===== src/rtl/chiptune_pkg.sv =====
// +-----------------------------------------------------------------------------+
// | Module      : chiptune_pkg                                                  |
// | Description : Shared frame-sequencer step encodings and register bit map.   |
// | Revision    : 1.0  initial release                                          |
// +-----------------------------------------------------------------------------+
`default_nettype none

package chiptune_pkg;

    localparam int STEP_W      = 3;
    localparam int MODE_BIT    = 7;
    localparam int INHIBIT_BIT = 6;

    typedef enum logic [STEP_W-1:0] {
        S0 = 3'd0,
        S1 = 3'd1,
        S2 = 3'd2,
        S3 = 3'd3,
        S4 = 3'd4
    } step_e;

    // Successor of a step; the 4-step sequence wraps after S3, the 5-step after S4.
    function automatic step_e next_step(input step_e s, input logic mode5);
        case (s)
            S0:      return S1;
            S1:      return S2;
            S2:      return S3;
            S3:      return mode5 ? S4 : S0;
            default: return S0;
        endcase
    endfunction

endpackage

`default_nettype wire


===== src/rtl/frame_sequencer_if.sv =====
// +-----------------------------------------------------------------------------+
// | Module      : frame_sequencer_if                                            |
// | Description : Register-write / strobe bundle between decoder and sequencer. |
// | Revision    : 1.0  initial release                                          |
// +-----------------------------------------------------------------------------+
`default_nettype none

interface frame_sequencer_if;
    import chiptune_pkg::*;

    logic              reg_we;
    logic [7:0]        reg_data;
    logic              irq_ack;
    logic              quarter_frame;
    logic              half_frame;
    logic              irq_flag;
    logic [STEP_W-1:0] step;

    modport master (
        output reg_we, reg_data, irq_ack,
        input  quarter_frame, half_frame, irq_flag, step
    );

    modport slave (
        input  reg_we, reg_data, irq_ack,
        output quarter_frame, half_frame, irq_flag, step
    );

endinterface

`default_nettype wire


===== src/rtl/tick_divider.sv =====
// +-----------------------------------------------------------------------------+
// | Module      : tick_divider                                                  |
// | Description : Free-running 0..DIV-1 prescaler with synchronous clear.       |
// | Revision    : 1.0  initial release                                          |
// +-----------------------------------------------------------------------------+
`default_nettype none

module tick_divider #(
    parameter int DIV = 50_000
) (
    input  wire logic osc,
    input  wire logic rst_n,
    input  wire logic clear,
    output logic      tick
);

    localparam int              CNT_W = (DIV > 1) ? $clog2(DIV) : 1;
    localparam logic [CNT_W-1:0] LAST = CNT_W'(DIV - 1);

    logic [CNT_W-1:0] cnt_q;
    logic [CNT_W-1:0] cnt_d;

    always_comb begin
        tick  = (cnt_q == LAST);
        cnt_d = cnt_q + 1'b1;
        if (clear || tick) begin
            cnt_d = '0;
        end
    end

    always_ff @(posedge osc or negedge rst_n) begin
        if (!rst_n) begin
            cnt_q <= '0;
        end else begin
            cnt_q <= cnt_d;
        end
    end

endmodule

`default_nettype wire


===== src/rtl/frame_sequencer.sv =====
// +-----------------------------------------------------------------------------+
// | Module      : frame_sequencer                                               |
// | Description : APU frame counter: 4/5-step quarter/half-frame strobes + IRQ. |
// |               Optional frame IRQ built only when FRAME_IRQ_EN is defined.   |
// | Revision    : 1.0  initial release                                          |
// +-----------------------------------------------------------------------------+
`default_nettype none

module frame_sequencer
    import chiptune_pkg::*;
#(
    parameter int OSCRATE   = 12_000_000,
    parameter int FRAMERATE = 240
) (
    input  wire logic        osc,
    input  wire logic        rst_n,
    frame_sequencer_if.slave bus
);

    localparam int DIV = OSCRATE / FRAMERATE;

    logic              tick;
    step_e             nxt_q, nxt_d;
    logic [STEP_W-1:0] step_q, step_d;
    logic              mode_q, mode_d;
    logic              qf_q, qf_d;
    logic              hf_q, hf_d;

    tick_divider #(.DIV(DIV)) u_tick_divider (
        .osc   (osc),
        .rst_n (rst_n),
        .clear (bus.reg_we),
        .tick  (tick)
    );

    always_ff @(posedge osc or negedge rst_n) begin
        if (!rst_n) begin
            nxt_q  <= S0;
            step_q <= '0;
            mode_q <= 1'b0;
            qf_q   <= 1'b0;
            hf_q   <= 1'b0;
        end else begin
            nxt_q  <= nxt_d;
            step_q <= step_d;
            mode_q <= mode_d;
            qf_q   <= qf_d;
            hf_q   <= hf_d;
        end
    end

    // nxt_q is the step the next tick executes; step_q shows the one last executed.
    always_comb begin
        nxt_d  = nxt_q;
        step_d = step_q;
        mode_d = mode_q;
        qf_d   = 1'b0;
        hf_d   = 1'b0;
        if (bus.reg_we) begin
            mode_d = bus.reg_data[MODE_BIT];
            nxt_d  = S0;
            step_d = '0;
            qf_d   = bus.reg_data[MODE_BIT];
            hf_d   = bus.reg_data[MODE_BIT];
        end else if (tick) begin
            step_d = nxt_q;
            nxt_d  = next_step(nxt_q, mode_q);
            case (nxt_q)
                S0, S2:  qf_d = 1'b1;
                S1, S4:  begin qf_d = 1'b1; hf_d = 1'b1; end
                S3:      begin qf_d = !mode_q; hf_d = !mode_q; end
                default: ;
            endcase
        end
    end

    assign bus.quarter_frame = qf_q;
    assign bus.half_frame    = hf_q;
    assign bus.step          = step_q;

`ifdef FRAME_IRQ_EN
    logic inhibit_q, inhibit_d;
    logic irq_q, irq_d;
    logic irq_set;
    logic unused_reg_bits;

    always_comb begin
        inhibit_d = inhibit_q;
        irq_d     = irq_q;
        irq_set   = !bus.reg_we && tick && (nxt_q == S3) && !mode_q && !inhibit_q;
        if (bus.reg_we) begin
            inhibit_d = bus.reg_data[INHIBIT_BIT];
        end
        // A set in the same cycle as an acknowledge keeps the flag high.
        if (irq_set) begin
            irq_d = 1'b1;
        end else if (bus.irq_ack || (bus.reg_we && bus.reg_data[INHIBIT_BIT])) begin
            irq_d = 1'b0;
        end
    end

    always_ff @(posedge osc or negedge rst_n) begin
        if (!rst_n) begin
            inhibit_q <= 1'b0;
            irq_q     <= 1'b0;
        end else begin
            inhibit_q <= inhibit_d;
            irq_q     <= irq_d;
        end
    end

    assign bus.irq_flag    = irq_q;
    assign unused_reg_bits = ^bus.reg_data[5:0];
`else
    logic unused_reg_bits;

    assign bus.irq_flag    = 1'b0;
    assign unused_reg_bits = ^{bus.reg_data[6:0], bus.irq_ack};
`endif

endmodule

`default_nettype wire

===== src/flat_wrapper.sv =====
// flat-port wrapper written by rule: the top's interface ports become plain ports
module frame_sequencer_flat import chiptune_pkg::*;
#(
    parameter int OSCRATE   = 12_000_000,
    parameter int FRAMERATE = 240
)
  (osc, rst_n, bus_reg_we, bus_reg_data, bus_irq_ack, bus_quarter_frame, bus_half_frame, bus_irq_flag, bus_step);
  frame_sequencer_if bus_i ();
  input  wire logic osc;
  input  wire logic rst_n;
  input wire logic [$bits(bus_i.reg_we)-1:0] bus_reg_we;
  input wire logic [$bits(bus_i.reg_data)-1:0] bus_reg_data;
  input wire logic [$bits(bus_i.irq_ack)-1:0] bus_irq_ack;
  output wire logic [$bits(bus_i.quarter_frame)-1:0] bus_quarter_frame;
  output wire logic [$bits(bus_i.half_frame)-1:0] bus_half_frame;
  output wire logic [$bits(bus_i.irq_flag)-1:0] bus_irq_flag;
  output wire logic [$bits(bus_i.step)-1:0] bus_step;
  assign bus_i.reg_we = bus_reg_we;
  assign bus_i.reg_data = bus_reg_data;
  assign bus_i.irq_ack = bus_irq_ack;
  assign bus_quarter_frame = bus_i.quarter_frame;
  assign bus_half_frame = bus_i.half_frame;
  assign bus_irq_flag = bus_i.irq_flag;
  assign bus_step = bus_i.step;
  frame_sequencer #(.OSCRATE(OSCRATE), .FRAMERATE(FRAMERATE)) u_core (.osc(osc), .rst_n(rst_n), .bus(bus_i));
endmodule

===== config.mk =====
export PLATFORM = sky130hd
export DESIGN_NAME = frame_sequencer_flat
export DESIGN_NICKNAME = d
export VERILOG_FILES = /design/src/rtl/chiptune_pkg.sv /design/src/rtl/frame_sequencer_if.sv /design/src/rtl/tick_divider.sv /design/src/rtl/frame_sequencer.sv /design/src/flat_wrapper.sv
export SDC_FILE = /design/constraint.sdc
export NUM_CORES = 1
export LEC_CHECK = 0
export ABC_AREA = 1
export CAP_MARGIN = 20
export CORE_ASPECT_RATIO = 0.75
export CORE_UTILIZATION = 40
export CTS_CLUSTER_SIZE = 10
export DETAILED_ROUTE_END_ITERATION = 10
export PLACE_DENSITY = 0.71
export SLEW_MARGIN = 0
export SYNTH_ARGS = -nofsm -noshare
export SYNTH_HDL_FRONTEND = slang
export SYNTH_HIERARCHICAL = 1
export SYNTH_SLANG_ARGS = --single-unit

===== constraint.sdc =====
create_clock -name osc -period 1.9 [get_ports osc]
set_input_delay 0.475 -clock osc [delete_from_list [all_inputs] [get_ports osc]]
set_output_delay 0.475 -clock osc [all_outputs]
set_load 0.005 [all_outputs]

# After elaboration in Yosys (flattened, before gate mapping)

Index checks and enable logic that the tools add are counted.

Flip-flop bits (word level): 25
Output and inout port bits: 6
Input bits: 12

Muxes and demuxes: 13
Reductions and logical operators: 6
Add/sub/neg operators: 1
Equal/unequal tests: 5

Operator list:

| kind                    | count |
|---|---|
| $add A16 B1 Y16 const B | 1 |
| $eq A16 B16 Y1 const B  | 1 |
| $mux W16                | 1 |
| $mux W3                 | 5 |
| $pmux W3 S4             | 1 |
| $eq A3 B2 Y1 const B    | 2 |
| $mux W1                 | 4 |
| $pmux W1 S2             | 2 |
| $reduce_or A4 Y1        | 1 |
| $eq A3 B1 Y1 const B    | 1 |
| $eq A3 B3 Y1 const B    | 1 |
| $logic_not A3 Y1        | 1 |
| $reduce_bool A2 Y1      | 1 |
| $reduce_or A2 Y1        | 1 |
| $logic_not A1 Y1        | 1 |
| $logic_or A1 B1 Y1      | 1 |

# Logic depth before layout (Yosys ltp)

Gate-level depths: netlist of the first run.

Word-level depth: 5
Mapped depth: 9
Depth with buffers taken out: 9

# Cells and area by module

Netlist of the first run, hierarchy kept.

By module, submodules not included:

| module          | seq. area each (um^2) | area each (um^2) | cells an instance | instances |
|---|---|---|---|---|
| tick_divider    | 400.4                 | 960.9            | 123               | 1 |
| frame_sequencer | 225.2                 | 430.4            | 47                | 1 |

# Worst setup path after synthesis of the first run

Ideal clock, no wire load.

Kind: reg2reg
Start: register u_core.u_tick_divider.cnt_q[0]
End: register u_core.nxt_q[2]
Stages on the path, launching flop included: 8
Buffers on the path: 0
Setup time: 74 ps
Setup slack: 337 ps
Arrival time: 1489 ps
Period minus slack after synthesis: 1563 ps
Cell sequence: dfrtp_1 > ha_1 > nand3_2 > nor3_1 > inv_1 > nor2_4 > nand3_2 > o21ai_2

Cells in the longest elaborated chain, start to end: 2

Ends and longest elaborated chain:

| what                         | RTL line              | text |
|---|---|---|
| from (decl)                  | tick_divider.sv:20    | `logic [CNT_W-1:0] cnt_q;` |
| from (signal assigned)       | tick_divider.sv:35    | `cnt_q <= cnt_d;` |
| $eq A16 B16 Y1               | tick_divider.sv:24    | `tick = (cnt_q == LAST);` |
| net u_core.tick              | frame_sequencer.sv:22 | `logic tick;` |
| $reduce_bool A2 Y1 (no line) | n/a                   |  |
| to (signal assigned)         | frame_sequencer.sv:44 | `nxt_q <= nxt_d;` |
| to (decl)                    | frame_sequencer.sv:23 | `step_e nxt_q, nxt_d;` |

The timed path passes the listed nets, and every way through them passes these cells.
A chain may end at the register's enable or synchronous reset.

# Worst setup path after layout of the first run

Start: register u_core.step_q[1], in the netlist u_core/bus.step[1]
End: output bus_step[1]

RTL lines:

| what                   | RTL line              | text |
|---|---|---|
| from (decl)            | frame_sequencer.sv:24 | `logic [STEP_W-1:0] step_q, step_d;` |
| from (signal assigned) | frame_sequencer.sv:45 | `step_q <= step_d;` |
| to (decl)              | flat_wrapper.sv:17    | `output wire logic [$bits(bus_i.step)-1:0] bus_step;` |

No word-level cell between the ends.

==> qor.yml, run 1 <==
clocking:
  htree_levels: 1
  cts_made_buffers: 3
  clk_latency_ns: 0.27
  cts_setup_buffers: 0
  clkTransAtPathRegs_ns: 0.09
  cts_root_buf: "clkbuf_8"
  cts_hold_buf: 0
  cts_tree: "done"
  clk_path_buf_depth: 2
  cts.sinks: 25
  ctsResizeCount: 0
route:
  ant_nets: 0
  wirelength_um: 2472
  drcViolationCount: 0
  wire_per_inst_um: 11.09
  wl_met1_um: 1314
  first_pass_iters: 4
  avgViaCountPerCell: 4.803
  wl_met2_um: 1015
  top_layer: "met4"
  vias: 1071
  met3_length_um: 104
  drtIter0Drc: 80
sta:
  drv_slew: 0
  period_minus_slack_ns: 1.615
  skew_ns: 0.001953
  setup_violations: 0
  clock.fmax_mhz: 619.3
  finalSetupTns_ns: 0
  whs_ns: 0.4897
  rsz0062_at_grt: "no"
  finalCritPeriodShare_pct: 84.98
  finalHoldViolations: 0
global_routing:
  grt_max_degree: 26
  grt_antenna_before_repair: 0
  grt_pass1_vias: 925
  grt_pass1_wl_um: 4133
  grt_usage_pct: 14.47
  overflow: 0
floorplanning:
  start_util_pct: 42.03
  die_area_um2: 3721
  die_y_um: 53.08
  row_count: 18
  core_area_um2: 3311
  ioPinCount: 18
  die_x_um: 70.10
run_status:
  status: "finished clean"
setup_path:
  reg2reg_from: "u_core/u_tick_divider/cnt_q[0]"
  start_kind: "flip-flop"
  cp.arrival_ns: 1.14
  slowest_stage: "clkdlybuf4s50_1"
  cp_num_buf_inv: 1
  cp_max_fo: 2
  critical_path.cell_chain: "clkdlybuf4s50_1"
  path_delay_family: "buffers and inverters"
  critPathMaxStageDelay_ns: 0.50
  startpoint: "u_core/bus.step[1]"
  worstSetupEndpointType: "output pin"
  reg2reg_slack_ns: 0.35
  required_ns: 1.42
  r2r-end: "u_core/u_tick_divider/cnt_q[14]"
  ff2ff_path_depth: 7
  path_class: "reg -> out"
finish:
  regArea_um2: 625.6
  multi_input_area_um2: 659.4
  finalCoreUtilization_pct: 47.20
  fill_cells: 319
  area_growth_pct: 12.32
  drive_above_1_share_pct: 22.40
  mostFrequentLayoutCells: "43 x nand2_1, 25 x dfrtp_1, 17 x inv_1, 16 x nor2_2, 16 x nor2_1"
  finish.instance_area_um2: 1563
  layout_commonest_cell: "nand2_1"
  antenna_cells: 0
  nets: 197
placement:
  place_congestion: 0.8458
  placed_cell_area_um2: 1516
  io_buffers: 8
  post-dp-hpwl_um: 1873
yosys:
  synthesis.area_um2: 1391
  seq_area_frac_synth_pct: 44.96
  synth_top_area_cell: "dfrtp_1"
  synthCells: 170
  async_flop_share_pct: 100.0
  netlist_top_cells_area: "dfrtp_1 45%, nand2_1 12%, nor2_2 7.2%"
  ys_types: 24
  synth-seq-cells: 25
  avgSynthCellArea_um2: 8.184
  synthDominantCellAreaShare_pct: 44.96
  yosysWarnings: 6
  synth_edf_count: 0
  synth_fp_nets: 183
  ys.flop_type: "dfrtp_1"
pwr:
  ir_worst_vdd_uv: 251.9
  cellLeakagePower_uw: 0.0006403
  power_uw: 920.1
  pwr_density_cell_nw_per_um2: 588.8
worst_hold_path:
  min_path_type: "reg -> reg"
  hold_path.startpoint: "u_core/bus.step[0]"
  min_to: "u_core/bus.step[0]"
  whs_path_depth: 2
flow_run:
  cap_violations: 0
## layout make-up
class / count / share of cell area, %
multi-input cells: 122 / 42.19
flip-flops and latches: 25 / 40.03
repair buffers: 11 / 6.565
inverters: 21 / 5.044
well taps: 40 / 3.203
clock buffers: 3 / 2.642
clock inverters: 1 / 0.3203
## state kept, by name (all words and copies together) (netlist names)
| signal | count |
|---|---|
| u_core/u_tick_divider/cnt_q | 16 |
| u_core/bus.step | 3 |
| u_core/nxt_q | 3 |
| u_core/bus.half_frame | 1 |
| u_core/mode_q | 1 |
| u_core/bus.quarter_frame | 1 |
## worst min-delay path: stages (launching register included)
cell and delay, ns:
dfrtp_1 0.35, nand2_1 0.05, o21ai_0 0.06
## how the worst max path moves through the flow
| stage | slack [ns] | cells after the start | to |
|---|---|---|---|
| floorplan | 0.34 | 7 | u_core/nxt_q[2] |
| global placement | 0.24 | 4 | u_core/u_tick_divider/cnt_q[14] |
| detailed placement | 0.23 | 4 | u_core/u_tick_divider/cnt_q[14] |
| CTS | 0.27 | 1 | bus_step[1] |
| global route | 0.23 | 1 | bus_step[1] |
| finish | 0.29 | 1 | bus_step[1] |
## where the power goes
group	leakage (uW)	internal (uW)	total [uW]	switching, uW
registers	0.000343	541	548	7.70
logic	0.000272	20.6	54.3	33.7
clock network	0.0000255	147	317	170
total	0.000640	708	920	212
## synth_stat cells (3+ instances only)
cell type   n
nor2_2     16
dfrtp_1    25
o21ai_0     4
xor2_1      5
nand2_2     3
nand2_1    43
o21ai_2     3
inv_2       4
nand3_1     8
nor2_1     16
nand4_1     7
inv_1      17
nand3_2     4
## cells by family (layout without fill, tap and decap cells)
kind of cell	Yosys count	in the layout	share of synthesized area, %
AOI/OAI and AO/OA	10	10	4.587
xor gates and xnor gates	7	7	4.407
buffers and inverters	23	36	7.644
and+or+nand+nor	103	103	37.23
DFF	25	25	44.96
other	1	1	0.2695
adders and majority gates	1	1	0.8991
## through the flow
stage / setup slack (ns) / cells
finish: 0.2854 / 223
global route: 0.2333 / 223
CTS: 0.2678 / 223
detailed placement: 0.2291 / 219
global placement: 0.2427 / 219
floorplan: 0.3374 / 170
## per-layer routing
metal  vias to the layer above  GRT usage, %
li1                        554             -
met1                       489         20.59
met2                        23         21.47
met3                         5         3.429
met4                         0         5.000
met5                         -             0
Power figures use the tool's default switching activity.
==> run 2: changes to the inputs <==
--- a/config.mk
+++ b/config.mk
@@ -11,7 +11,7 @@
 export CORE_UTILIZATION = 40
 export CTS_CLUSTER_SIZE = 10
 export DETAILED_ROUTE_END_ITERATION = 10
-export PLACE_DENSITY = 0.71
+export PLACE_DENSITY = 0.73
 export SLEW_MARGIN = 0
 export SYNTH_ARGS = -nofsm -noshare
 export SYNTH_HDL_FRONTEND = slang
==> constraint.sdc (replaced) <==
create_clock -name osc -period 1.4 [get_ports osc]
set_input_delay 0.35 -clock osc [delete_from_list [all_inputs] [get_ports osc]]
set_output_delay 0.35 -clock osc [all_outputs]
set_load 0.005 [all_outputs]
==> qor.yml, run 2 (synthesis gave the netlist of run 1 again) <==
clocking:
  cts_made_buffers: 3  # unchanged
  cts.sinks: 25  # unchanged
  clk_latency_ns: 0.27  # about the same
  clk_path_buf_depth: 2  # unchanged
  clkTransAtPathRegs_ns: 0.08  # about the same
  htree_levels: 1  # unchanged
  cts_tree: "done"
  cts_root_buf: "clkbuf_8"
setup_path:
  path_class: "reg -> reg"
  critPathMaxStageDelay_ns: 0.39  # -0.11 ns
  slowest_stage: "dfrtp_1"
  worstSetupEndpointType: "flip-flop"
  cp_num_buf_inv: 2  # +1
  cp.arrival_ns: 1.59  # +0.45 ns
  cp_max_fo: 8  # +6
  reg2reg_slack_ns: -0.03  # -0.38 ns
  critical_path.cell_chain: "inv_1 > nand2_1 > buf_4 > nor3_2 > nand2_2 > nand2_4 > nor2_1"
  path_delay_family: "simple AND/OR/NAND/NOR gates"
  required_ns: 1.56  # +0.14 ns
  start_kind: "flip-flop"
global_routing:
  grt_usage_pct: 16.43  # +2.0 points
  grt_antenna_before_repair: 0  # unchanged
  grt_pass1_vias: 1039  # +12%
  overflow: 0  # unchanged
  grt_pass1_wl_um: 4698  # +14%
  grt_max_degree: 26  # unchanged
route:
  wirelength_um: 3037  # +23%
  avgViaCountPerCell: 4.875  # +1.5%
  drcViolationCount: 0  # unchanged
  drtIter0Drc: 89  # +11%
  ant_nets: 0  # unchanged
  first_pass_iters: 4  # unchanged
  wire_per_inst_um: 12.25  # +10%
  vias: 1209  # +13%
floorplanning:
  die_area_um2: 3721  # unchanged
  die_x_um: 70.10  # unchanged
  core_area_um2: 3311  # unchanged
  ioPinCount: 18  # unchanged
  die_y_um: 53.08  # unchanged
  row_count: 18  # unchanged
  start_util_pct: 42.03  # unchanged
sta:
  drv_slew: 0  # unchanged
  clock.fmax_mhz: 698.7
  final.setup.worst_slack_ns: -0.03117  # -0.3165 ns
  finalHoldViolations: 0  # unchanged
  skew_ns: 0.001811  # -0.0001427 ns
  period_minus_slack_ns: 1.431
  rsz0062_at_grt: "yes"
  finalSetupTns_ns: -0.1620  # -0.1620 ns
  finalCritPeriodShare_pct: 102.2
  setup_violations: 8  # +8
pwr:
  power_switching_uw: 285.0  # +35%
  p_seq_share_pct: 58.7  # -0.9 points
  p_sw_share_pct: 22.53  # -0.50 points
  pwr_density_cell_nw_per_um2: 685.5  # +16%
  cellLeakagePower_uw: 0.0008226  # +28%
  clkPwrFrac_pct: 32.8  # -1.7 points
  ir_worst_vdd_uv: 394.8  # +57%
  pwr-share-comb_pct: 8.5  # +2.6 points
  internal-power_uw: 980.1  # +38%
finish:
  fill_cells: 300  # -6.0%
  final_cells: 248  # +11%
  drive_above_1_share_pct: 38.94  # +17 points
  nets: 222  # +13%
  multi_input_area_um2: 748.2  # +13%
  regArea_um2: 625.6  # unchanged
  antenna_cells: 0  # unchanged
  largest_reg_flops: 16  # unchanged
  mostFrequentLayoutCells: "39 x nand2_1, 25 x dfrtp_1, 24 x buf_4, 18 x nor2_2, 14 x inv_1"
  regMostFlops: "u_core/u_tick_divider/cnt_q"
  layout_commonest_cell: "nand2_1"
  area_growth_pct: 32.64
placement:
  place_congestion: 0.8866  # +4.8%
  dpl.cell_count: 237  # +8.2%
  io_buffers: 8  # unchanged
  post-dp-hpwl_um: 2053  # +9.6%
run_status:
  status: "finished with violations"
  violations: "setup timing"
flow_run:
  cap_violations: 0  # unchanged
worst_hold_path:
  min_path_type: "in -> async"
[run 2: what timing repair did]
item,4_1_cts,5_1_grt
cloned,0,1
endpoints found under the setup margin,28,24
hold buffers,0,0
buffers inserted,4,3
pin swaps,4,9
resized for setup,9,19
[run 2: worst reg2reg max path, cell delays in order (launching register included)]
cell	delay (ns)
dfrtp_1	0.39
inv_1	0.06
nand2_1	0.08
buf_4	0.15
nor3_2	0.22
nand2_2	0.17
nand2_4	0.18
nor2_1	0.08
[run 2: area by class of cell]
| cell class | count | share of cell area (%) |
|---|---|---|
| clock buffer | 3 | 2.237 |
| clock inverter | 1 | 0.2712 |
| inverter | 21 | 4.271 |
| multi-input combinational | 123 | 40.54 |
| sequential | 25 | 33.90 |
| tap | 40 | 2.712 |
| timing repair buffer | 35 | 16.07 |
[run 2: per-stage QoR]
step           area [um^2]  total power [uW]  util [%]  setup slack [ns]  hold slack (ns)
6_report              1846              1265     55.74          -0.03117           0.4258
5_1_grt               1846              1328     55.74           -0.1068           0.4396
4_1_cts               1758              1272     53.10          -0.01218           0.4271
3_5_place_dp          1675             849.3     50.60           -0.1459           0.4781
3_3_place_gp          1675             846.8     50.60           -0.1301           0.4721
2_1_floorplan         1403             801.4         -          0.002671          0.05441
[run 2: path summary, 6_finish.rpt]
kind	cells after the start	start	endpoint
max	7	u_core/u_tick_divider/cnt_q[7]	u_core/u_tick_divider/cnt_q[13]
min	2	rst_n	u_core/bus.step[0]
max reg2reg	7	u_core/u_tick_divider/cnt_q[7]	u_core/u_tick_divider/cnt_q[13]
min reg2reg	2	u_core/bus.step[0]	u_core/bus.step[0]
max in group asynchronous	2	rst_n	u_core/bus.quarter_frame
min in group osc	2	u_core/bus.step[0]	u_core/bus.step[0]
[run 2: per-layer routing]
layer,up-vias,GRT usage [%],wire (um)
met4,0,5.333,57
met3,7,4.381,192
met2,44,24.36,1366
li1,607,-,-
met5,-,0,0
met1,551,23.22,1420
[run 2: power by group through the flow]
stage / combinational, uW / clock [uW] / sequential [uW]
detailed placement: 92.7 / 0 / 757
global placement: 90.9 / 0 / 756
global route: 120 / 463 / 745
CTS: 95.1 / 434 / 743
floorplan: 44.5 / 0 / 757
finish: 107 / 415 / 743
==> run 3: changes to the inputs <==
--- a/config.mk
+++ b/config.mk
@@ -9,7 +9,7 @@
 export CAP_MARGIN = 20
 export CORE_ASPECT_RATIO = 0.75
 export CORE_UTILIZATION = 40
-export CTS_CLUSTER_SIZE = 10
+export CTS_CLUSTER_SIZE = 25
 export DETAILED_ROUTE_END_ITERATION = 10
 export PLACE_DENSITY = 0.73
 export SLEW_MARGIN = 0
==> results of run 3 <==
The final DEF is identical to that of run 2; final timing and power are the same.
